===== config.mk =====
export PLATFORM = sky130hd
export DESIGN_NAME = aes_stream_ctrl
export DESIGN_NICKNAME = d
export VERILOG_FILES = /design/src/rtl/aes_stream_ctrl.sv
export SDC_FILE = /design/constraint.sdc
export NUM_CORES = 1
export LEC_CHECK = 0
export ABC_CLOCK_PERIOD_IN_PS = 2850
export BUFFER_PORTS_ARGS = -buffer_cell sky130_fd_sc_hd__buf_2
export CAP_MARGIN = 20
export CORE_AREA = 4 4 247 249
export CTS_CLUSTER_DIAMETER = 40
export DETAILED_ROUTE_END_ITERATION = 8
export DIE_AREA = 0 0 251 253
export GPL_TIMING_DRIVEN = 0
export PLACE_DENSITY = 0.63
export SYNTH_ARGS = -nofsm -noshare
export SYNTH_HDL_FRONTEND = slang
export SYNTH_SLANG_ARGS = --single-unit

===== constraint.sdc =====
create_clock -name clk -period 2.85 [get_ports clk]
set_clock_uncertainty 0.05 [all_clocks]
set_input_delay 0.4275 -clock clk [delete_from_list [all_inputs] [get_ports clk]]
set_output_delay 0.4275 -clock clk [all_outputs]
set_load 0.03 [all_outputs]

===== src/rtl/aes_stream_ctrl.sv =====
// rtl/aes_stream_ctrl.sv - stream sequencer around an iterative AES core
module aes_stream_ctrl #(
    parameter int TIMEOUT = 64,
    parameter int CNT_W   = 16
) (
    input  logic             clk,
    input  logic             rst_i,
    input  logic             key_we_i,
    input  logic [2:0]       key_addr_i,
    input  logic [31:0]      key_wdata_i,
    input  logic [1:0]       cfg_size_i,
    input  logic             cfg_dec_i,
    input  logic             s_valid_i,
    output logic             s_ready_o,
    input  logic [31:0]      s_data_i,
    output logic             m_valid_o,
    input  logic             m_ready_i,
    output logic [31:0]      m_data_o,
    output logic             core_load_o,
    output logic [255:0]     core_key_o,
    output logic [127:0]     core_data_o,
    output logic [1:0]       core_size_o,
    output logic             core_dec_o,
    input  logic             core_busy_i,
    input  logic [127:0]     core_data_i,
    output logic             err_o,
    output logic [CNT_W-1:0] blk_cnt_o
);

    localparam int WD_W = $clog2(TIMEOUT + 1);
    // The counter is cleared in the load cycle; expiring when it holds
    // TIMEOUT-2 lands err_o exactly TIMEOUT cycles after the load pulse.
    localparam logic [WD_W-1:0] WD_LAST = WD_W'(TIMEOUT - 2);

    typedef enum logic [2:0] {
        ST_COLLECT,
        ST_LOAD,
        ST_WAIT_BUSY,
        ST_RUN,
        ST_DRAIN
    } state_e;

    state_e             state_q, state_d;
    logic [1:0]         in_idx_q, in_idx_d;
    logic [1:0]         out_idx_q, out_idx_d;
    logic [127:0]       data_q, data_d;
    logic [255:0]       key_q, key_d;
    logic [1:0]         size_q, size_d;
    logic               dec_q, dec_d;
    logic [WD_W-1:0]    wd_q, wd_d;
    logic               err_q, err_d;
    logic [CNT_W-1:0]   cnt_q, cnt_d;
    logic [127:0]       res_q, res_d;
    logic               wd_expired;

    assign wd_expired  = (wd_q == WD_LAST);

    assign core_key_o  = key_q;
    assign core_data_o = data_q;
    assign core_size_o = size_q;
    assign core_dec_o  = dec_q;
    assign err_o       = err_q;
    assign blk_cnt_o   = cnt_q;
    assign m_data_o    = res_q[32*(2'd3 - out_idx_q) +: 32];

    // Next-state and datapath: collect, load, wait for core, drain result
    always_comb begin
        state_d     = state_q;
        in_idx_d    = in_idx_q;
        out_idx_d   = out_idx_q;
        data_d      = data_q;
        key_d       = key_q;
        size_d      = size_q;
        dec_d       = dec_q;
        wd_d        = wd_q;
        err_d       = err_q;
        cnt_d       = cnt_q;
        res_d       = res_q;
        s_ready_o   = 1'b0;
        m_valid_o   = 1'b0;
        core_load_o = 1'b0;

        case (state_q)
            ST_COLLECT: begin
                s_ready_o = 1'b1;
                // Key may only change between blocks, never mid-collection
                if (key_we_i && (in_idx_q == 2'd0)) begin
                    key_d[32*(3'd7 - key_addr_i) +: 32] = key_wdata_i;
                end
                if (s_valid_i) begin
                    data_d   = {data_q[95:0], s_data_i};
                    in_idx_d = in_idx_q + 2'd1;
                    if (in_idx_q == 2'd3) begin
                        size_d  = cfg_size_i;
                        dec_d   = cfg_dec_i;
                        state_d = ST_LOAD;
                    end
                end
            end
            ST_LOAD: begin
                core_load_o = 1'b1;
                wd_d        = '0;
                state_d     = ST_WAIT_BUSY;
            end
            ST_WAIT_BUSY: begin
                wd_d = wd_q + WD_W'(1);
                // Expiry is checked first so it beats a late busy rise
                if (wd_expired) begin
                    err_d    = 1'b1;
                    in_idx_d = 2'd0;
                    state_d  = ST_COLLECT;
                end else if (core_busy_i) begin
                    state_d = ST_RUN;
                end
            end
            ST_RUN: begin
                wd_d = wd_q + WD_W'(1);
                if (wd_expired) begin
                    err_d    = 1'b1;
                    in_idx_d = 2'd0;
                    state_d  = ST_COLLECT;
                end else if (!core_busy_i) begin
                    res_d     = core_data_i;
                    cnt_d     = cnt_q + CNT_W'(1);
                    out_idx_d = 2'd0;
                    state_d   = ST_DRAIN;
                end
            end
            ST_DRAIN: begin
                m_valid_o = 1'b1;
                if (m_ready_i) begin
                    out_idx_d = out_idx_q + 2'd1;
                    if (out_idx_q == 2'd3) begin
                        state_d = ST_COLLECT;
                    end
                end
            end
            default: begin
                state_d = ST_COLLECT;
            end
        endcase
    end

    // State and datapath registers with synchronous reset
    always_ff @(posedge clk) begin
        if (rst_i) begin
            state_q   <= ST_COLLECT;
            in_idx_q  <= 2'd0;
            out_idx_q <= 2'd0;
            data_q    <= '0;
            key_q     <= '0;
            size_q    <= 2'd0;
            dec_q     <= 1'b0;
            wd_q      <= '0;
            err_q     <= 1'b0;
            cnt_q     <= '0;
            res_q     <= '0;
        end else begin
            state_q   <= state_d;
            in_idx_q  <= in_idx_d;
            out_idx_q <= out_idx_d;
            data_q    <= data_d;
            key_q     <= key_d;
            size_q    <= size_d;
            dec_q     <= dec_d;
            wd_q      <= wd_d;
            err_q     <= err_d;
            cnt_q     <= cnt_d;
            res_q     <= res_d;
        end
    end

endmodule


==> metrics.yaml, run 1 <==
synthesis:
  yosys.cell_types.count: 57
  synth-edff-count: 0
  synthTopCellsByArea: "dfxtp_1, nand2_1, a21oi_1"
  yosys.area.top_type_share_pct: 52.4
  yosysWarnings: 0
  syn_area_per_cell_sq_um: 8.50
  syn_nets: 2668
  synth_largest_area_cell: "dfxtp_1"
  seq_area_frac_synth_pct: 52.4
  synth_flop_cell: "dfxtp_1"
  ys_ff_latch: 546
  netlist_instances: 2455
  syn_area_sq_um: 20900
  async_flop_share_pct: 0
final_layout:
  final_cell_mix: "nand2_1, buf_2, dfxtp_1"
  final_common_cell: "nand2_1"
  layout-drive-gt1-share_pct: 27.5
  n_fill_cell: 5548
  syn_to_final_growth_pct: 43.0
  utilization_pct: 50.8
  stdcell_area_sq_um: 29800
  final_cells: 4196
  layout.nets: 3553
power_and_ir_drop:
  power_frac_seq_pct: 36.7
  pwr-share-clk_pct: 52.0
  power_switching_share_pct: 27.7
  p_int_mw: 15.7
  powerDensity_nw_per_um2: 730
  power_frac_comb_pct: 11.3
  power_mw: 21.8
  p_leak_nw: 12.4
  netSwitchingPower_mw: 6.04
  peakVddDrop_mv: 0.506
place:
  gp_congestion: 0.900
  dp_hpwl_mm: 66.0
  placed_area_sq_um: 25000
  dp.cells: 3869
  io_buffers: 641
global_route:
  globalRouteTotalUtil_pct: 26.3
  grt_max_degree: 14
  use_met1_pct: 33.9
  grt_pass1_wl_mm: 129
  antenna_found_initial: 9
  grt.busiest_layer: "met2"
  met2_usage_pct: 42.2
  grt_pass1_vias: 20479
  overflow: 0
  gr-usage-met3_pct: 6.61
clock_tree:
  cts.htree.levels: 3
  cts_tree: "done"
  insertion_delay_ps: 630
  cts_buffers: 89
  cts_buffer_depth: 3
  clkTransAtPathRegs_ps: 50
  cts-root-buf: "clkbuf_16"
  clock-sinks: 546
detailed_routing:
  drtPass1Iterations: 6
  routed_wirelength_mm: 88.8
  via_per_inst: 5.16
  drtIter0Drc: 1835
  drcViolationCount: 0
  wl_per_cell_microns: 21.2
  antenna_left: 0
  dr_total_vias: 21638
critical_path:
  crit_type: "flop to output port"
  reg2reg_depth: 8
  timing.rr.end: "core_key_o[207]"
  critPathRequiredTime_ps: 2370
  crit_fanout: 10
  rr_startpoint: "state_q[0]"
  endpoint_kind: "output port"
  arrival_ps: 2280
  crit_path_start_kind: "flop"
  endpoint: "m_data_o[24]"
  ff2ff_setup_slack_ps: 170
  startpoint: "out_idx_q[0]"
floorplan:
  fp.dieW_microns: 251
  start_util_pct: 35.5
  fp.dieH_microns: 253
  fp.dieArea_sq_um: 63500
  fp.coreArea_sq_um: 58700
  io_pins: 643
  num_rows: 89
timing:
  setup_viol: 0
  hold_viol_final: 0
  fin_crit_sh_pct: 96.8
  worst_slew_pin_slew_ps: 1100
  max_slew_margin_pct: 26.4
  slew_viol_final: 0
  timing.fmax_mhz: 362
  min_period_ps: 2760
  tns_ps: 0
status:
  status: "complete, no violations"
run:
  drv_cap: 0
worst_hold_path:
  hold_path_class: "input pin to flop"
-- layer usage --
layer  vias to the layer above  share of wire, %
met3                       229               8.4
met2                      1003                46
li1                      10098                 -
met4                         2               4.5
met1                     10306                41
met5                         -            0.0079
-- state kept, by name (all words and copies together) (netlist names) --
register,cells
state_q,3
core_size_o,2
core_key_o,256
in_idx_q,2
out_idx_q,2
res_q,128
blk_cnt_o,16
core_dec_o,1
wd_q,7
err_o,1
core_data_o,128
-- worst max-delay path, stage by stage, from the launching register on --
cell and delay, ps:
dfxtp_1 350, clkbuf_4 250, buf_4 280, mux4_2 530
buf_2 220
-- layout make-up --
cell class / instances / area (sq um) / share of cell area, %
tap: 773 / 967 / 3.24
timing repair buffer: 794 / 4740 / 15.9
buffer: 201 / 920 / 3.08
inverter: 21 / 78.8 / 0.264
sequential: 546 / 10900 / 36.6
antenna: 9 / 22.5 / 0.0755
multi-input combinational: 1687 / 8980 / 30.1
clock inverter: 57 / 774 / 2.60
clock buffer: 108 / 2420 / 8.11
-- cell families after synthesis --
group / share of synthesized area [%]
AOI/OAI and AO/OA: 14.1
xor gates and xnor gates: 0.168
adders and majority gates: 0.540
buffers and inverters: 4.63
DFF: 52.4
muxes: 4.91
and+or+nand+nor: 23.3
-- metrics by stage --
stage | worst slack, ps | hold slack (ps)
detailed placement | -713 | 391
CTS | -30.8 | 0.917
finish | 91.0 | 23.9
floorplan | 437 | 383
global placement | -663 | 386
global route | -2.05 | 6.05
-- worst min-delay path by stage --
| stage | to | cells past startpoint | from |
|---|---|---|---|
| after floorplan | res_q[32] | 2 | res_q[32] |
| after global routing | res_q[100] | 3 | core_data_i[100] |
| final | res_q[98] | 3 | core_data_i[98] |
| after global placement | err_o | 2 | err_o |
| after CTS | res_q[100] | 3 | core_data_i[100] |
| after detailed placement | core_key_o[6] | 2 | core_key_o[6] |
-- power by group through the flow --
stage / Sequential, mW / Clock (mW) / Combinational [mW]
after floorplan: 8.43 / 0 / 1.01
after global placement: 8.14 / 0 / 2.26
after detailed placement: 8.15 / 0 / 2.26
after CTS: 7.99 / 11.4 / 2.44
after global routing: 8.00 / 11.8 / 2.63
final: 7.99 / 11.3 / 2.46
-- timing repair --
item,in CTS,in global routing
hold endpoints to repair,152,0
gates resized for setup,11,14
hold buffers,152,0
setup endpoints to repair,57,72
setup buffers,0,1
pin swaps,0,1
-- synth_stat cells, types with 4 or more instances --
library cell,count
or4_1,12
or3_1,7
nor2b_1,6
inv_1,20
nand4_1,8
o21ai_0,61
buf_2,49
buf_1,7
nand3_1,83
o41ai_1,10
nand2b_1,26
clkbuf_1,135
buf_6,9
mux2i_1,27
dfxtp_1,546
and2_1,4
o21ai_2,26
a21oi_1,401
o31ai_1,16
o21ai_1,6
nand2_1,767
ha_1,9
mux4_2,32
nand3b_1,106
a22o_1,8
and4_1,5
nor2_1,27
No activity file was read; power rests on OpenSTA's default activity.
==> inputs of run 2 (changes only) <==
REMOVE_ABC_BUFFERS = 1   (was default)
==> run 2 against run 1 <==
Die area is the same. Via count is 6.0% lower. Wire length decreased by 15%. Final cell count decreased by 3.2%. Highest routed layer unchanged. Worst setup slack gained 50 ps. Count of clock-buffer cells in the layout shrank 2. Sequential cell count is the same. Register-to-register slack better by 20 ps. Non-clock buffer count down 129.
==> metrics.yaml, run 2 (same netlist as run 1, synthesis figures left out) <==
worst_hold_path:
  hold-path-endpoint: "res_q[71]"
  min_path_cells: 3  # unchanged
  hold_path_class: "input pin to flop"
  hp-start: "core_data_i[71]"
final_layout:
  final_cell_mix: "nand2_1, buf_2, dfxtp_1"
  final_common_cell: "nand2_1"
  layout-drive-gt1-share_pct: 28.6  # +1.1 points
  n_fill_cell: 5425  # -2.2%
  largest_reg_flops: 256  # unchanged
  utilization_pct: 50.8  # about the same
  layout.nets: 3423  # -3.7%
  syn_to_final_growth_pct: 43.0  # about the same
critical_path:
  ff2ff_setup_slack_ps: 190  # +20 ps
  critPathMaxStageDelay_ps: 570  # +40 ps
  worstPathCellList: "buf_12 -> mux4_2 -> buf_2"
  timing.rr.end: "res_q[119]"
  endpoint_kind: "output port"
  crit_type: "flop to output port"
  crit_path_start_kind: "flop"
  slowest_stage: "mux4_2"
  critPathRequiredTime_ps: 2370  # about the same
  rr_startpoint: "wd_q[0]"
  crit_fanout: 22  # +12
  arrival_ps: 2230  # -50 ps
  reg2reg_depth: 11  # +3
power_and_ir_drop:
  p_int_mw: 15.3  # -2.7%
  power_mw: 21.1  # -3.2%
  peakVddDrop_mv: 0.680  # +34%
  power_frac_comb_pct: 11.4  # about the same
  powerDensity_nw_per_um2: 707  # -3.2%
  p_leak_nw: 12.3  # -0.38%
  netSwitchingPower_mw: 5.77  # -4.5%
  power_frac_seq_pct: 37.9  # +1.2 points
  pwr-share-clk_pct: 50.7  # -1.3 points
  power_switching_share_pct: 27.4  # -0.38 points
floorplan:
  fp.dieH_microns: 253  # unchanged
  fp.coreArea_sq_um: 58700  # unchanged
  fp.dieW_microns: 251  # unchanged
  fp.dieArea_sq_um: 63500  # unchanged
  start_util_pct: 35.5  # unchanged
  num_rows: 89  # unchanged
  io_pins: 643  # unchanged
global_route:
  met2_usage_pct: 37.4  # -4.8 points
  globalRouteTotalUtil_pct: 22.6  # -3.7 points
  grt_pass1_wl_mm: 115  # -11%
  overflow: 0  # unchanged
  use_met1_pct: 27.6  # -6.4 points
  grt.busiest_layer: "met2"
  grt_pass1_vias: 19749  # -3.6%
  gr-usage-met3_pct: 6.39  # -0.23 points
  grt_max_degree: 163  # +149
  antenna_found_initial: 9  # unchanged
detailed_routing:
  dr_total_vias: 20345  # -6.0%
  wl_per_cell_microns: 18.6  # -12%
  antenna_left: 0  # unchanged
  drtPass1Iterations: 6  # unchanged
  via_per_inst: 5.01  # -2.9%
  drtIter0Drc: 1281  # -30%
  drcViolationCount: 0  # unchanged
  routed_wirelength_mm: 75.7  # -15%
timing:
  hold_viol_final: 0  # unchanged
  worst_slew_pin_slew_ps: 965  # -137 ps
  min_period_ps: 2710  # -49.7 ps
  slew_viol_final: 0  # unchanged
  setup_viol: 0  # unchanged
  fin_crit_sh_pct: 95.1  # -1.7 points
  tns_ps: 0  # unchanged
  timing.fmax_mhz: 369  # +1.8%
  rsz0062_at_grt: "false"
  worst_hold_slack_ps: 45.2  # +21.3 ps
  max_slew_margin_pct: 35.6  # +9.2 points
clock_tree:
  clock-sinks: 546  # unchanged
  cts.htree.levels: 3  # unchanged
  cts_buffers: 88  # -1.1%
  cts-root-buf: "clkbuf_16"
  insertion_delay_ps: 620  # about the same
  cts_buffer_depth: 3  # unchanged
  cts_tree: "done"
  clkTransAtPathRegs_ps: 50  # about the same
run:
  drv_cap: 0  # unchanged
place:
  gp_congestion: 0.793  # -12%
  dp_hpwl_mm: 51.6  # -22%
  io_buffers: 642  # +0.16%
status:
  status: "complete, no violations"
-- run 2: cell types whose count changed in the layout (fill, tap and decap cells not counted), moves of 6 or more --
| cell | change |
|---|---|
| dlygate4sd3_1 | +14 |
| buf_4 | +11 |
| clkinv_4 | -6 |
| buf_8 | +20 |
| clkbuf_2 | -7 |
| buf_16 | +8 |
| buf_1 | -6 |
| buf_12 | +6 |
| buf_2 | -49 |
| clkinv_2 | +8 |
| clkbuf_1 | -122 |
-- run 2: timing repair --
item                                    CTS  global route
gates resized for setup                   4             4
endpoints found under the setup margin  100            76
endpoints found under the hold margin   166             0
pin swaps                                 2             3
hold buffers                            166             0
setup buffers                             2             0
-- run 2: power by group through the flow --
stage / Sequential, mW / Combinational, mW / Clock (mW)
after floorplan: 8.40 / 0.753 / 0
after global placement: 8.16 / 2.22 / 0
after global routing: 8.01 / 2.58 / 11.3
after detailed placement: 8.14 / 2.20 / 0
after CTS: 7.98 / 2.39 / 10.9
final: 7.98 / 2.40 / 10.7
-- run 2: area by class of cell --
class | count | area [sq um] | area share (%)
inverter | 21 | 78.8 | 0.264
antenna | 7 | 17.5 | 0.0587
clock buffer | 106 | 2340 | 7.84
clock inverter | 57 | 677 | 2.27
sequential | 546 | 10900 | 36.7
tap | 773 | 967 | 3.24
timing repair buffer | 866 | 5740 | 19.2
multi-input combinational | 1687 | 9070 | 30.4
-- run 2: metrics by stage --
stage | setup slack, ps | std cells | cell area, sq um
after CTS | 39.2 | 4057 | 29800
final | 141 | 4063 | 29800
after global placement | -16230 | 3669 | 24200
after floorplan | -5460 | 2254 | 20000
after global routing | 14.5 | 4063 | 29800
after detailed placement | -774 | 3726 | 25100
-- run 2: worst max-delay path: cells and delay by family, from the launching register on --
| family | cells | cell delay [ps] |
|---|---|---|
| DFF | 1 | 530 |
| muxes | 1 | 570 |
| buffers and inverters | 2 | 470 |
-- run 2: worst max path at each step --
stage          slack, ps         endpoint     startpoint  depth (start not counted)
2_1_floorplan      -5460     blk_cnt_o[0]        wd_q[0]                          6
3_3_place_gp      -16230  core_key_o[139]          rst_i                          4
3_5_place_dp        -770  core_key_o[155]  key_addr_i[0]                          7
4_1_cts               40  core_key_o[115]     state_q[2]                          4
5_1_grt               10     m_data_o[25]   out_idx_q[0]                          3
6_report             140     m_data_o[25]   out_idx_q[0]                          3
-- run 2: per-layer routing --
metal | part of all wire (%) | up-vias | wire (microns)
li1 | - | 9847 | -
met1 | 40 | 9509 | 30500
met2 | 47 | 797 | 35900
met3 | 8.0 | 188 | 6080
met4 | 4.2 | 4 | 3180
met5 | 0.045 | - | 34
